$ cat src/rtl/ps2_pkg.sv
// Shared types and constants for the PS/2 host command controller:
// FSM states, register addresses, STATUS bit positions and device reply codes.
package ps2_pkg;

  typedef enum logic [2:0] {
    ST_IDLE,
    ST_INHIBIT,
    ST_RTS,
    ST_SEND,
    ST_LACK,
    ST_WAIT_RESP
  } ps2_state_e;

  localparam logic [1:0] ADDR_CMD    = 2'd0;
  localparam logic [1:0] ADDR_STATUS = 2'd1;
  localparam logic [1:0] ADDR_CTRL   = 2'd2;

  localparam int STB_BUSY       = 0;
  localparam int STB_DONE       = 1;
  localparam int STB_ACK_ERR    = 2;
  localparam int STB_TIMEOUT    = 3;
  localparam int STB_RESEND_ERR = 4;
  localparam int STB_OVR        = 5;

  localparam logic [7:0] PS2_ACK    = 8'hFA;
  localparam logic [7:0] PS2_RESEND = 8'hFE;

  function automatic logic odd_parity(input logic [7:0] d);
    return ~^d;
  endfunction

endpackage

$ cat src/rtl/ps2_host_cmd_ctrl_if.sv
// Avalon-MM slave bus of the PS/2 command controller (2-bit word address, 8-bit data,
// readdata registered with one cycle of latency).
interface ps2_host_cmd_ctrl_if;
  logic [1:0] avs_s1_address;
  logic       avs_s1_read;
  logic       avs_s1_write;
  logic [7:0] avs_s1_writedata;
  logic [7:0] avs_s1_readdata;

  modport master (output avs_s1_address, avs_s1_read, avs_s1_write, avs_s1_writedata,
                  input  avs_s1_readdata);
  modport slave  (input  avs_s1_address, avs_s1_read, avs_s1_write, avs_s1_writedata,
                  output avs_s1_readdata);
endinterface

$ cat src/rtl/ps2_tx_shifter.sv
// Serialises one host-to-device frame (data LSB first, odd parity, stop) on PS/2 clock falls.
// kd_oe starts asserted (start bit) on start_i; bit_done_o pulses on the fall that ends the stop bit.
module ps2_tx_shifter
  import ps2_pkg::*;
(
  input  logic       csi_clk,
  input  logic       csi_reset_n,
  input  logic       start_i,
  input  logic [7:0] data_i,
  input  logic       kc_fall_i,
  output logic       kd_oe_o,
  output logic       bit_done_o
);

  logic [9:0] frame_q;
  logic [3:0] idx_q;
  logic       active_q;
  logic       kd_oe_q;

  always_ff @(posedge csi_clk or negedge csi_reset_n) begin
    if (!csi_reset_n) begin
      frame_q  <= '0;
      idx_q    <= '0;
      active_q <= 1'b0;
      kd_oe_q  <= 1'b0;
    end else if (start_i) begin
      frame_q  <= {1'b1, odd_parity(data_i), data_i};
      idx_q    <= '0;
      active_q <= 1'b1;
      kd_oe_q  <= 1'b1;
    end else if (active_q && kc_fall_i) begin
      // idx 10 means the stop bit is on the wire and this fall ends it
      if (idx_q == 4'd10) begin
        active_q <= 1'b0;
      end else begin
        kd_oe_q <= ~frame_q[idx_q];
        idx_q   <= idx_q + 4'd1;
      end
    end
  end

  assign kd_oe_o    = kd_oe_q;
  assign bit_done_o = active_q & kc_fall_i & ~start_i & (idx_q == 4'd10);

endmodule

$ cat src/rtl/ps2_host_cmd_ctrl.sv
// PS/2 host-to-device command engine behind an Avalon-MM slave: inhibit, RTS, shift out, line ACK,
// then wait for the 0xFA/0xFE reply. Owns the open-drain kc/kd pins and gates the shared receiver.
module ps2_host_cmd_ctrl
  import ps2_pkg::*;
#(
  parameter int CLK_HZ      = 50_000_000,
  parameter int INHIBIT_CYC = CLK_HZ / 10_000,
  parameter int TIMEOUT_CYC = CLK_HZ / 1_000 * 15,
  parameter int MAX_RETRY   = 3
) (
  input  logic               csi_clk,
  input  logic               csi_reset_n,
  ps2_host_cmd_ctrl_if.slave avs,
  output logic               ins_irq0_irq,
  input  logic               coe_kc_in,
  input  logic               coe_kd_in,
  output logic               coe_kc_oe,
  output logic               coe_kd_oe,
  input  logic               rx_valid,
  input  logic [7:0]         rx_data,
  output logic               rx_enable
);

  localparam int INH_W = $clog2(INHIBIT_CYC + 1);
  localparam int TMO_W = $clog2(TIMEOUT_CYC + 1);
  localparam int RTY_W = $clog2(MAX_RETRY + 1);
  localparam logic [INH_W-1:0] INH_LAST = INH_W'(INHIBIT_CYC - 1);
  localparam logic [TMO_W-1:0] TMO_LAST = TMO_W'(TIMEOUT_CYC - 1);
  localparam logic [RTY_W-1:0] RTY_MAX  = RTY_W'(MAX_RETRY);

  ps2_state_e               state_q, state_d;
  logic [INH_W-1:0]         inh_q;
  logic [TMO_W-1:0]         tmo_q;
  logic [RTY_W-1:0]         retry_q;
  logic [7:0]               cmd_q, resp_q, rdata_q, rd_mux;
  logic [STB_OVR:STB_DONE]  sticky_q, sticky_d;
  logic                     irq_en_q;
  logic [2:0]               kc_sync_q;
  logic [1:0]               kd_sync_q;

  logic kc_fall, kd_s, busy, cmd_wr, cmd_accept, st_wr, ctrl_wr;
  logic shift_start, shift_kd_oe, shift_done;
  logic set_done, set_ack_err, set_timeout, set_resend_err, retry_inc, resp_ld;

  // Pins idle high, so synchronisers reset to 1 to avoid a phantom fall out of reset
  always_ff @(posedge csi_clk or negedge csi_reset_n) begin
    if (!csi_reset_n) begin
      kc_sync_q <= 3'b111;
      kd_sync_q <= 2'b11;
    end else begin
      kc_sync_q <= {kc_sync_q[1:0], coe_kc_in};
      kd_sync_q <= {kd_sync_q[0], coe_kd_in};
    end
  end

  assign kc_fall    = kc_sync_q[2] & ~kc_sync_q[1];
  assign kd_s       = kd_sync_q[1];
  assign busy       = (state_q != ST_IDLE);
  assign cmd_wr     = avs.avs_s1_write && (avs.avs_s1_address == ADDR_CMD);
  assign st_wr      = avs.avs_s1_write && (avs.avs_s1_address == ADDR_STATUS);
  assign ctrl_wr    = avs.avs_s1_write && (avs.avs_s1_address == ADDR_CTRL);
  assign cmd_accept = cmd_wr && !busy;

  ps2_tx_shifter u_shifter (
    .csi_clk     (csi_clk),
    .csi_reset_n (csi_reset_n),
    .start_i     (shift_start),
    .data_i      (cmd_q),
    .kc_fall_i   (kc_fall),
    .kd_oe_o     (shift_kd_oe),
    .bit_done_o  (shift_done)
  );

  always_ff @(posedge csi_clk or negedge csi_reset_n) begin
    if (!csi_reset_n) state_q <= ST_IDLE;
    else              state_q <= state_d;
  end

  always_comb begin
    state_d        = state_q;
    coe_kc_oe      = 1'b0;
    coe_kd_oe      = 1'b0;
    rx_enable      = 1'b1;
    shift_start    = 1'b0;
    set_done       = 1'b0;
    set_ack_err    = 1'b0;
    set_timeout    = 1'b0;
    set_resend_err = 1'b0;
    retry_inc      = 1'b0;
    resp_ld        = 1'b0;
    case (state_q)
      ST_IDLE: if (cmd_accept) state_d = ST_INHIBIT;
      ST_INHIBIT: begin
        coe_kc_oe = 1'b1;
        rx_enable = 1'b0;
        if (inh_q == INH_LAST) state_d = ST_RTS;
      end
      ST_RTS: begin
        coe_kd_oe   = 1'b1;
        rx_enable   = 1'b0;
        shift_start = 1'b1;
        state_d     = ST_SEND;
      end
      ST_SEND: begin
        coe_kd_oe = shift_kd_oe;
        rx_enable = 1'b0;
        if (shift_done) state_d = ST_LACK;
      end
      ST_LACK: begin
        rx_enable = 1'b0;
        if (kc_fall) begin
          if (!kd_s) begin
            state_d = ST_WAIT_RESP;
          end else begin
            set_ack_err = 1'b1;
            state_d     = ST_IDLE;
          end
        end
      end
      ST_WAIT_RESP: begin
        if (rx_valid) begin
          resp_ld = 1'b1;
          if (rx_data == PS2_ACK) begin
            set_done = 1'b1;
            state_d  = ST_IDLE;
          end else if (rx_data == PS2_RESEND) begin
            if (retry_q < RTY_MAX) begin
              retry_inc = 1'b1;
              state_d   = ST_INHIBIT;
            end else begin
              set_resend_err = 1'b1;
              state_d        = ST_IDLE;
            end
          end
        end
      end
      default: state_d = ST_IDLE;
    endcase
    // Command budget is global across retries; expiry overrides any other outcome
    if (busy && (tmo_q == TMO_LAST)) begin
      state_d        = ST_IDLE;
      set_timeout    = 1'b1;
      set_done       = 1'b0;
      set_ack_err    = 1'b0;
      set_resend_err = 1'b0;
      retry_inc      = 1'b0;
      shift_start    = 1'b0;
    end
  end

  // A write of 1 clears a sticky bit, but a same-cycle set event wins
  always_comb begin
    sticky_d = sticky_q;
    if (st_wr) sticky_d = sticky_q & ~avs.avs_s1_writedata[STB_OVR:STB_DONE];
    sticky_d[STB_DONE]       = sticky_d[STB_DONE] | set_done;
    sticky_d[STB_ACK_ERR]    = sticky_d[STB_ACK_ERR] | set_ack_err;
    sticky_d[STB_TIMEOUT]    = sticky_d[STB_TIMEOUT] | set_timeout;
    sticky_d[STB_RESEND_ERR] = sticky_d[STB_RESEND_ERR] | set_resend_err;
    sticky_d[STB_OVR]        = sticky_d[STB_OVR] | (cmd_wr & busy);
  end

  always_comb begin
    rd_mux = '0;
    case (avs.avs_s1_address)
      ADDR_CMD:    rd_mux = resp_q;
      ADDR_STATUS: begin
        rd_mux[STB_BUSY]         = busy;
        rd_mux[STB_OVR:STB_DONE] = sticky_q;
      end
      ADDR_CTRL:   rd_mux[0] = irq_en_q;
      default:     rd_mux = '0;
    endcase
  end

  always_ff @(posedge csi_clk or negedge csi_reset_n) begin
    if (!csi_reset_n) begin
      inh_q    <= '0;
      tmo_q    <= '0;
      retry_q  <= '0;
      cmd_q    <= '0;
      resp_q   <= '0;
      sticky_q <= '0;
      irq_en_q <= 1'b0;
      rdata_q  <= '0;
    end else begin
      inh_q    <= (state_q == ST_INHIBIT) ? inh_q + 1'b1 : '0;
      tmo_q    <= busy ? tmo_q + 1'b1 : '0;
      sticky_q <= sticky_d;
      if (cmd_accept) begin
        cmd_q   <= avs.avs_s1_writedata;
        retry_q <= '0;
      end else if (retry_inc) begin
        retry_q <= retry_q + 1'b1;
      end
      if (resp_ld)           resp_q   <= rx_data;
      if (ctrl_wr)           irq_en_q <= avs.avs_s1_writedata[0];
      if (avs.avs_s1_read)   rdata_q  <= rd_mux;
    end
  end

  assign avs.avs_s1_readdata = rdata_q;
  assign ins_irq0_irq = irq_en_q & (sticky_q[STB_DONE] | sticky_q[STB_ACK_ERR] |
                                    sticky_q[STB_TIMEOUT] | sticky_q[STB_RESEND_ERR]);

endmodule
$ cat src/flat_wrapper.sv
// flat-port wrapper written by rule: the top's interface ports become plain ports
module ps2_host_cmd_ctrl_flat import ps2_pkg::*;
#(
  parameter int CLK_HZ      = 50_000_000,
  parameter int INHIBIT_CYC = CLK_HZ / 10_000,
  parameter int TIMEOUT_CYC = CLK_HZ / 1_000 * 15,
  parameter int MAX_RETRY   = 3
)
  (csi_clk, csi_reset_n, ins_irq0_irq, coe_kc_in, coe_kd_in, coe_kc_oe, coe_kd_oe, rx_valid, rx_data, rx_enable, avs_avs_s1_address, avs_avs_s1_read, avs_avs_s1_write, avs_avs_s1_writedata, avs_avs_s1_readdata);
  ps2_host_cmd_ctrl_if avs_i ();
  input  logic csi_clk;
  input  logic csi_reset_n;
  output logic ins_irq0_irq;
  input  logic coe_kc_in;
  input  logic coe_kd_in;
  output logic coe_kc_oe;
  output logic coe_kd_oe;
  input  logic rx_valid;
  input  logic [7:0] rx_data;
  output logic rx_enable;
  input wire logic [$bits(avs_i.avs_s1_address)-1:0] avs_avs_s1_address;
  input wire logic [$bits(avs_i.avs_s1_read)-1:0] avs_avs_s1_read;
  input wire logic [$bits(avs_i.avs_s1_write)-1:0] avs_avs_s1_write;
  input wire logic [$bits(avs_i.avs_s1_writedata)-1:0] avs_avs_s1_writedata;
  output wire logic [$bits(avs_i.avs_s1_readdata)-1:0] avs_avs_s1_readdata;
  assign avs_i.avs_s1_address = avs_avs_s1_address;
  assign avs_i.avs_s1_read = avs_avs_s1_read;
  assign avs_i.avs_s1_write = avs_avs_s1_write;
  assign avs_i.avs_s1_writedata = avs_avs_s1_writedata;
  assign avs_avs_s1_readdata = avs_i.avs_s1_readdata;
  ps2_host_cmd_ctrl #(.CLK_HZ(CLK_HZ), .INHIBIT_CYC(INHIBIT_CYC), .TIMEOUT_CYC(TIMEOUT_CYC), .MAX_RETRY(MAX_RETRY)) u_core (.csi_clk(csi_clk), .csi_reset_n(csi_reset_n), .avs(avs_i), .ins_irq0_irq(ins_irq0_irq), .coe_kc_in(coe_kc_in), .coe_kd_in(coe_kd_in), .coe_kc_oe(coe_kc_oe), .coe_kd_oe(coe_kd_oe), .rx_valid(rx_valid), .rx_data(rx_data), .rx_enable(rx_enable));
endmodule
$ cat config.mk
export PLATFORM = sky130hd
export DESIGN_NAME = ps2_host_cmd_ctrl_flat
export DESIGN_NICKNAME = d
export VERILOG_FILES = /design/src/rtl/ps2_pkg.sv /design/src/rtl/ps2_host_cmd_ctrl_if.sv /design/src/rtl/ps2_tx_shifter.sv /design/src/rtl/ps2_host_cmd_ctrl.sv /design/src/flat_wrapper.sv
export SDC_FILE = /design/constraint.sdc
export NUM_CORES = 1
export LEC_CHECK = 0
export ABC_AREA = 1
export CAP_MARGIN = 30
export CORE_MARGIN = 2
export CORE_UTILIZATION = 40
export CTS_CLUSTER_DIAMETER = 100
export DETAILED_ROUTE_END_ITERATION = 12
export PLACE_DENSITY = 0.69
export SYNTH_ARGS = -nofsm -noshare
export SYNTH_HDL_FRONTEND = slang
export SYNTH_SLANG_ARGS = --single-unit
$ cat constraint.sdc
create_clock -name csi_clk -period 2.5 [get_ports csi_clk]
set_input_delay 0.25 -clock csi_clk [delete_from_list [all_inputs] [get_ports csi_clk]]
set_output_delay 0.25 -clock csi_clk [all_outputs]
set_load 0.02 [all_outputs]
Yosys cells after proc, flatten, opt, wreduce, memory -nomap -nowiden
Index checks and enable logic that the tools add are counted.
{ "totals": {"in_bits": 25, "register_bits": 89, "wordCells": 135} }
{ "op_classes": {"n_reduce_logical": 18, "add_sub_neg": 4, "n_eq_ne": 19, "n_lt_le_gt_ge": 2, "bitwise": 19, "mux": 58} }
{ "op_table": {"columns": ["cell", "count"], "rows": [
  ["$mux W1", 35],
  ["$mux W3", 9],
  ["$add A20 B1 Y20 const B", 1],
  ["$eq A20 B20 Y1 const B", 1],
  ["$mux W20", 1],
  ["$pmux W3 S6", 1],
  ["$eq A8 B8 Y1 const B", 2],
  ["$add A13 B1 Y13 const B", 1],
  ["$eq A13 B13 Y1 const B", 1],
  ["$mux W13", 1],
  ["$mux W4", 3],
  ["$pmux W5 S2", 1],
  ["$ne A3 B1 Y1 const B", 3],
  ["$or A1 B1 Y1", 8],
  ["$reduce_xnor A8 Y1", 1],
  ["$and A1 B1 Y1", 6],
  ["$eq A3 B2 Y1 const B", 2],
  ["$eq A3 B3 Y1 const B", 2],
  ["$logic_and A1 B1 Y1", 6],
  ["$mux W2", 3],
  ["$ne A3 B2 Y1 const B", 2],
  ["$reduce_and A6 Y1", 1],
  ["$reduce_bool A2 Y1", 3],
  ["$and A5 B5 Y5", 1],
  ["other kinds (22)", 25]
]} }

Longest topological paths before layout
{ "logic_depth": {"depth_word": 9, "mapped_depth": 11, "ltp_nobuf": 11} }

By module
A second synthesis with hierarchy kept.
{ "hier_totals": {"cells_unflattened": 607, "hier_area_um2": 4713.3} }
{ "by_module_without_submodules": {"columns": ["module", "cells_per_inst", "seq_area_each_um2", "n_inst", "area_per_inst_um2"], "rows": [
  ["ps2_host_cmd_ctrl", 471, 1833.0, 1, 3738.6],
  ["ps2_tx_shifter", 136, 400.4, 1, 974.7]
]} }

Worst setup path after synthesis
Ideal clock, no wire load.
{ "synth_path": {"path_type": "flip-flop to flip-flop", "startpoint": "reg u_core.u_shifter.idx_q[0]", "endpoint": "reg u_core.u_shifter.idx_q[3]", "setup_ns": 0.123, "arrival_time_ns": 1.552, "required_ns": 2.377, "n_path_buf": 0, "synth_period_minus_slack_ns": 1.675, "path_stages_with_launch": 10, "slack_ns": 0.825, "path_cell_list": "dfrtp_1 > inv_1 > ha_1 > and3_1 > nor2_1 > inv_1 > nor2_1 > nand3_1 > o21ai_0 > a21oi_1"} }
{ "synth_via": {"elab_chain_cells": 4} }
{ "synth_rtl": {"columns": ["element", "line_no", "text"], "rows": [
  ["start: declaration", "ps2_tx_shifter.sv:16", "logic [3:0] idx_q;"],
  ["start signal: assignment", "ps2_tx_shifter.sv:37", "idx_q <= idx_q + 4'd1;"],
  ["$add A4 B1 Y4", "ps2_tx_shifter.sv:37", null],
  ["$mux W4", "ps2_tx_shifter.sv:33", "if (idx_q == 4'd10) begin"],
  ["$mux W4", "ps2_tx_shifter.sv:31", "end else if (active_q && kc_fall_i) begin"],
  ["$mux W4", "ps2_tx_shifter.sv:26", "end else if (start_i) begin"]
]} }
Parallel ways exist; a longest one is shown, timed or not. The select of a mux whose other input is x is not followed.
A chain may end at the register's enable or synchronous reset.

Worst setup path after layout
{ "layout_path": {"startpoint": "reg u_core.state_q[2]", "endpoint": "out rx_enable"} }
{ "layout_via": {"elab_chain_cells": 3} }
{ "layout_rtl": {"columns": ["element", "line_no", "text"], "rows": [
  ["start: declaration", "ps2_host_cmd_ctrl.sv:31", "ps2_state_e state_q, state_d;"],
  ["start signal: assignment", "ps2_host_cmd_ctrl.sv:76", "else state_q <= state_d;"],
  ["$eq A3 B2 Y1 (tied with other cells)", "ps2_host_cmd_ctrl.sv:91", "case (state_q)"],
  ["$reduce_or A4 Y1 (no source line) *", null, null],
  ["$mux W1 *", "ps2_host_cmd_ctrl.sv:91", null],
  ["end: declaration", "flat_wrapper.sv:20", "output logic rx_enable;"]
]} }
Every way passes the cells marked *; elsewhere a longest branch is shown, timed or not.

==> results.md <==
- TNS Setup: 0 ns
- Initial antenna violation count: 0
- Worst R2R Start: u_core.u_shifter.idx_q[0]
- Switching power total: 1680 uW
- Hold path depth: 1
- Die height: 108 microns
- Reg2reg path depth: 9
- Synth Register Bits: 89
- Routed WL: 8860 microns
- Top cell type's share of synthesized area: 48.7%
- Overall routing resource usage: 16.5%
- Starting DRC count in detailed routing: 229
- Count leader, synth: nand2_1
- Core Region: 10400 sq um
- Vias: 3481
- Hold WC Path Type: primary input to flop
- Antenna cells: 0
- Pre-Repair DR Iteration Count: 5
- PwrDens: 916 nW/um^2
- Synthesis warning total: 0
- Fmax: 0.425 GHz
- Mapped Cells: 528
- Top Ports: 37
- Clock transition at path regs: 0.09 ns
- Design Area, Final: 5060 sq um
- Mapped Area: 4320 sq um
- HP Start: coe_kd_in
- Synth area leader: dfrtp_1
- GRT overflow: 0
- Avg WL per Cell: 12.5 microns
- Root Driver: clkbuf_8
- Switching share of power: 36.4%
- Multi-input combinational cell area: 1790 sq um
- Antenna-violating nets left: 0
- FFs w/ async S/R, synth: 100%
- Distinct cell type count of the synthesized netlist: 37
- Cell leakage power: 0.00238 uW
- H-tree depth: 3
- Setup-failing EPs final: 0
- Routability cong.: 0.877
- Port Buffers: 36
- Number of flops mapped to enable cells by yosys: 0
- Synth top cells by count: 126 x nand2_1, 84 x dfrtp_1, 64 x inv_1, 64 x nor2_1, 37 x o21ai_0
- Clk pwr share: 22.7%
- Fin. Hold Viols: 0
- CTS Buffer Depth: 2
- Vias in the first global route: 3326
- CP max FO: 7
- Residual DRC: 0
- Worst Hold Path EP: u_core.kd_sync_q[0]
- CP arrival: 2.10 ns
- Final slew viol count: 0
- CTS tree: built
- CTS Buf Count: 9
- Tmin final: 2.35 ns
- Reg-to-reg setup timing slack: 0.50 ns
- Max_cap viols: 0
- Sequential area share after synthesis: 51.7%
- X dimension of the die: 108 microns
- Layout cells sized above 1: 6.97%
- Period utilization: 94.1%
- Crit path kind: flop to output port
- CTS sink cnt: 89
- Area Growth Syn to Fin: 17.1%
- Largest net degree at the start of global routing: 48
- Slew headroom: 63.7%
- CP Data Required Time: 2.25 ns
- Post-CTS Setup Inserts: 0
- Initial core utilization: 41.5%
- CP endpoint kind: output port
- Dpl cell area: 4830 sq um
- Status: finished clean
- Internal Power: 2950 uW
- Die area: 11600 sq um
- Peak VDD IR: 579 uV
- Unrepaired setup endpoints after global routing: no
- Syn Area/Cell: 8.18 sq um
- Most area-consuming cells after synthesis: dfrtp_1 49%, nand2_1 11%, inv_1 5.6%, nor2_1 5.6%, o21ai_0 4.3%
- Main synth FF type: dfrtp_1
- Clk_skew: 0.00726 ns
- Worst-margin pin slew: 0.545 ns
- Flip-flop and latch area: 2230 sq um
- Hpwl dp: 6450 microns
- Logic pwr share: 33.3%
- NumNets Final: 600
- Crit start category: flop
- Syn nets: 558
- Via/cell ratio: 4.90
- Rows: 37
- Seq pwr share: 44.0%
- Clock latency on the worst-skew pair: 0.35 ns
- Fillers: 1017
- First-pass GRT wire length: 15300 microns
- R2R Path End: u_core.u_shifter.idx_q[3]
## cells in the final DEF (no fill, tap or decap), drive strengths merged, types with 3 or more instances in the layout
cell type	count
dfstp	5
xor2	4
ha	5
nor2	67
nand2	128
o211ai	3
xnor2	10
nor3	19
nand3	30
o21a	3
a21oi	20
nand4	7
clkbuf	10
inv	67
clkdlybuf4s50	35
a31oi	8
o21ai	48
buf	3
dfrtp	84
## state kept, by name, summed over array words and instances (netlist names)
register	count
u_core.tmo_q	20
u_core.inh_q	13
u_core.u_shifter.frame_q	10
u_core.avs.avs_s1_readdata	8
u_core.cmd_q	8
u_core.resp_q	8
u_core.sticky_q	5
u_core.u_shifter.idx_q	4
u_core.kc_sync_q	3
u_core.state_q	3
u_core.kd_sync_q	2
u_core.retry_q	2
u_core.irq_en_q	1
u_core.u_shifter.active_q	1
u_core.u_shifter.kd_oe_o	1
## worst max-delay path: stages (launching register included)
cell and delay [ns]:
dfrtp_1 0.48, inv_2 0.11, nor3_1 0.37, nand3b_1 0.20
inv_1 0.06, clkdlybuf4s50_1 0.53
## area by class of cell
cell class	instances	area share, %
sequential	89	44.2
multi-input combinational	363	35.4
timing repair buffer	39	7.82
inverter	68	5.12
tap	136	3.37
clock buffer	10	2.52
clock inverter	5	1.61
## logic make-up after synthesis
logic type      count (synthesis)  synth area share, %
flops                          89                 51.7
simple gates                  257                 25.9
buf+inv                        76                 6.87
compound gates                 87                 11.2
fa+ha+maj                       5                 1.45
xor+xnor                       14                 2.84
## worst max path at each step
stage / startpoint / to / slack (ns) / cells past startpoint
floorplan: u_core.u_shifter.idx_q[0] / u_core.u_shifter.idx_q[3] / 0.82 / 9
global placement: u_core.state_q[2] / rx_enable / 0.59 / 5
detailed placement: u_core.tmo_q[0] / u_core.u_shifter.kd_oe_o / 0.52 / 8
CTS: u_core.state_q[2] / rx_enable / 0.15 / 5
global route: u_core.state_q[2] / rx_enable / 0.04 / 5
finish: u_core.state_q[2] / rx_enable / 0.15 / 5
## power by group through the flow
stage | sequential, uW | combinational, uW | clock, uW
after floorplan | 1990 | 1120 | 0
after global placement | 2050 | 1510 | 0
after detailed placement | 2060 | 1540 | 0
after CTS | 2040 | 1550 | 1080
after global routing | 2080 | 1770 | 1140
final | 2040 | 1540 | 1050
## metal layers
| metal | track usage, % | wire (microns) | up-vias |
|---|---|---|---|
| li1 | - | - | 1793 |
| met1 | 23.3 | 4380 | 1598 |
| met2 | 25.2 | 3910 | 75 |
| met3 | 4.06 | 426 | 15 |
| met4 | 4.67 | 140 | 0 |
| met5 | 0 | 0 | - |
## per-stage QoR
| step | setup WS [ns] | hold slack (ns) | std cells | utilization (%) | total power [uW] |
|---|---|---|---|---|---|
| after floorplan | 0.825 | -0.0456 | 528 | - | 3110 |
| after global placement | 0.592 | 0.271 | 694 | 46.4 | 3560 |
| after detailed placement | 0.516 | 0.272 | 694 | 46.4 | 3590 |
| after CTS | 0.154 | 0.288 | 710 | 48.5 | 4670 |
| after global routing | 0.0430 | 0.286 | 710 | 48.5 | 5000 |
| final | 0.147 | 0.306 | 710 | 48.5 | 4630 |
## what timing repair did
action	CTS	global route
endpoints found under the setup margin	0	1
hold buffers	1	0
resized for setup	0	1
endpoints found under the hold margin	37	0
Power figures use the tool's default switching activity.
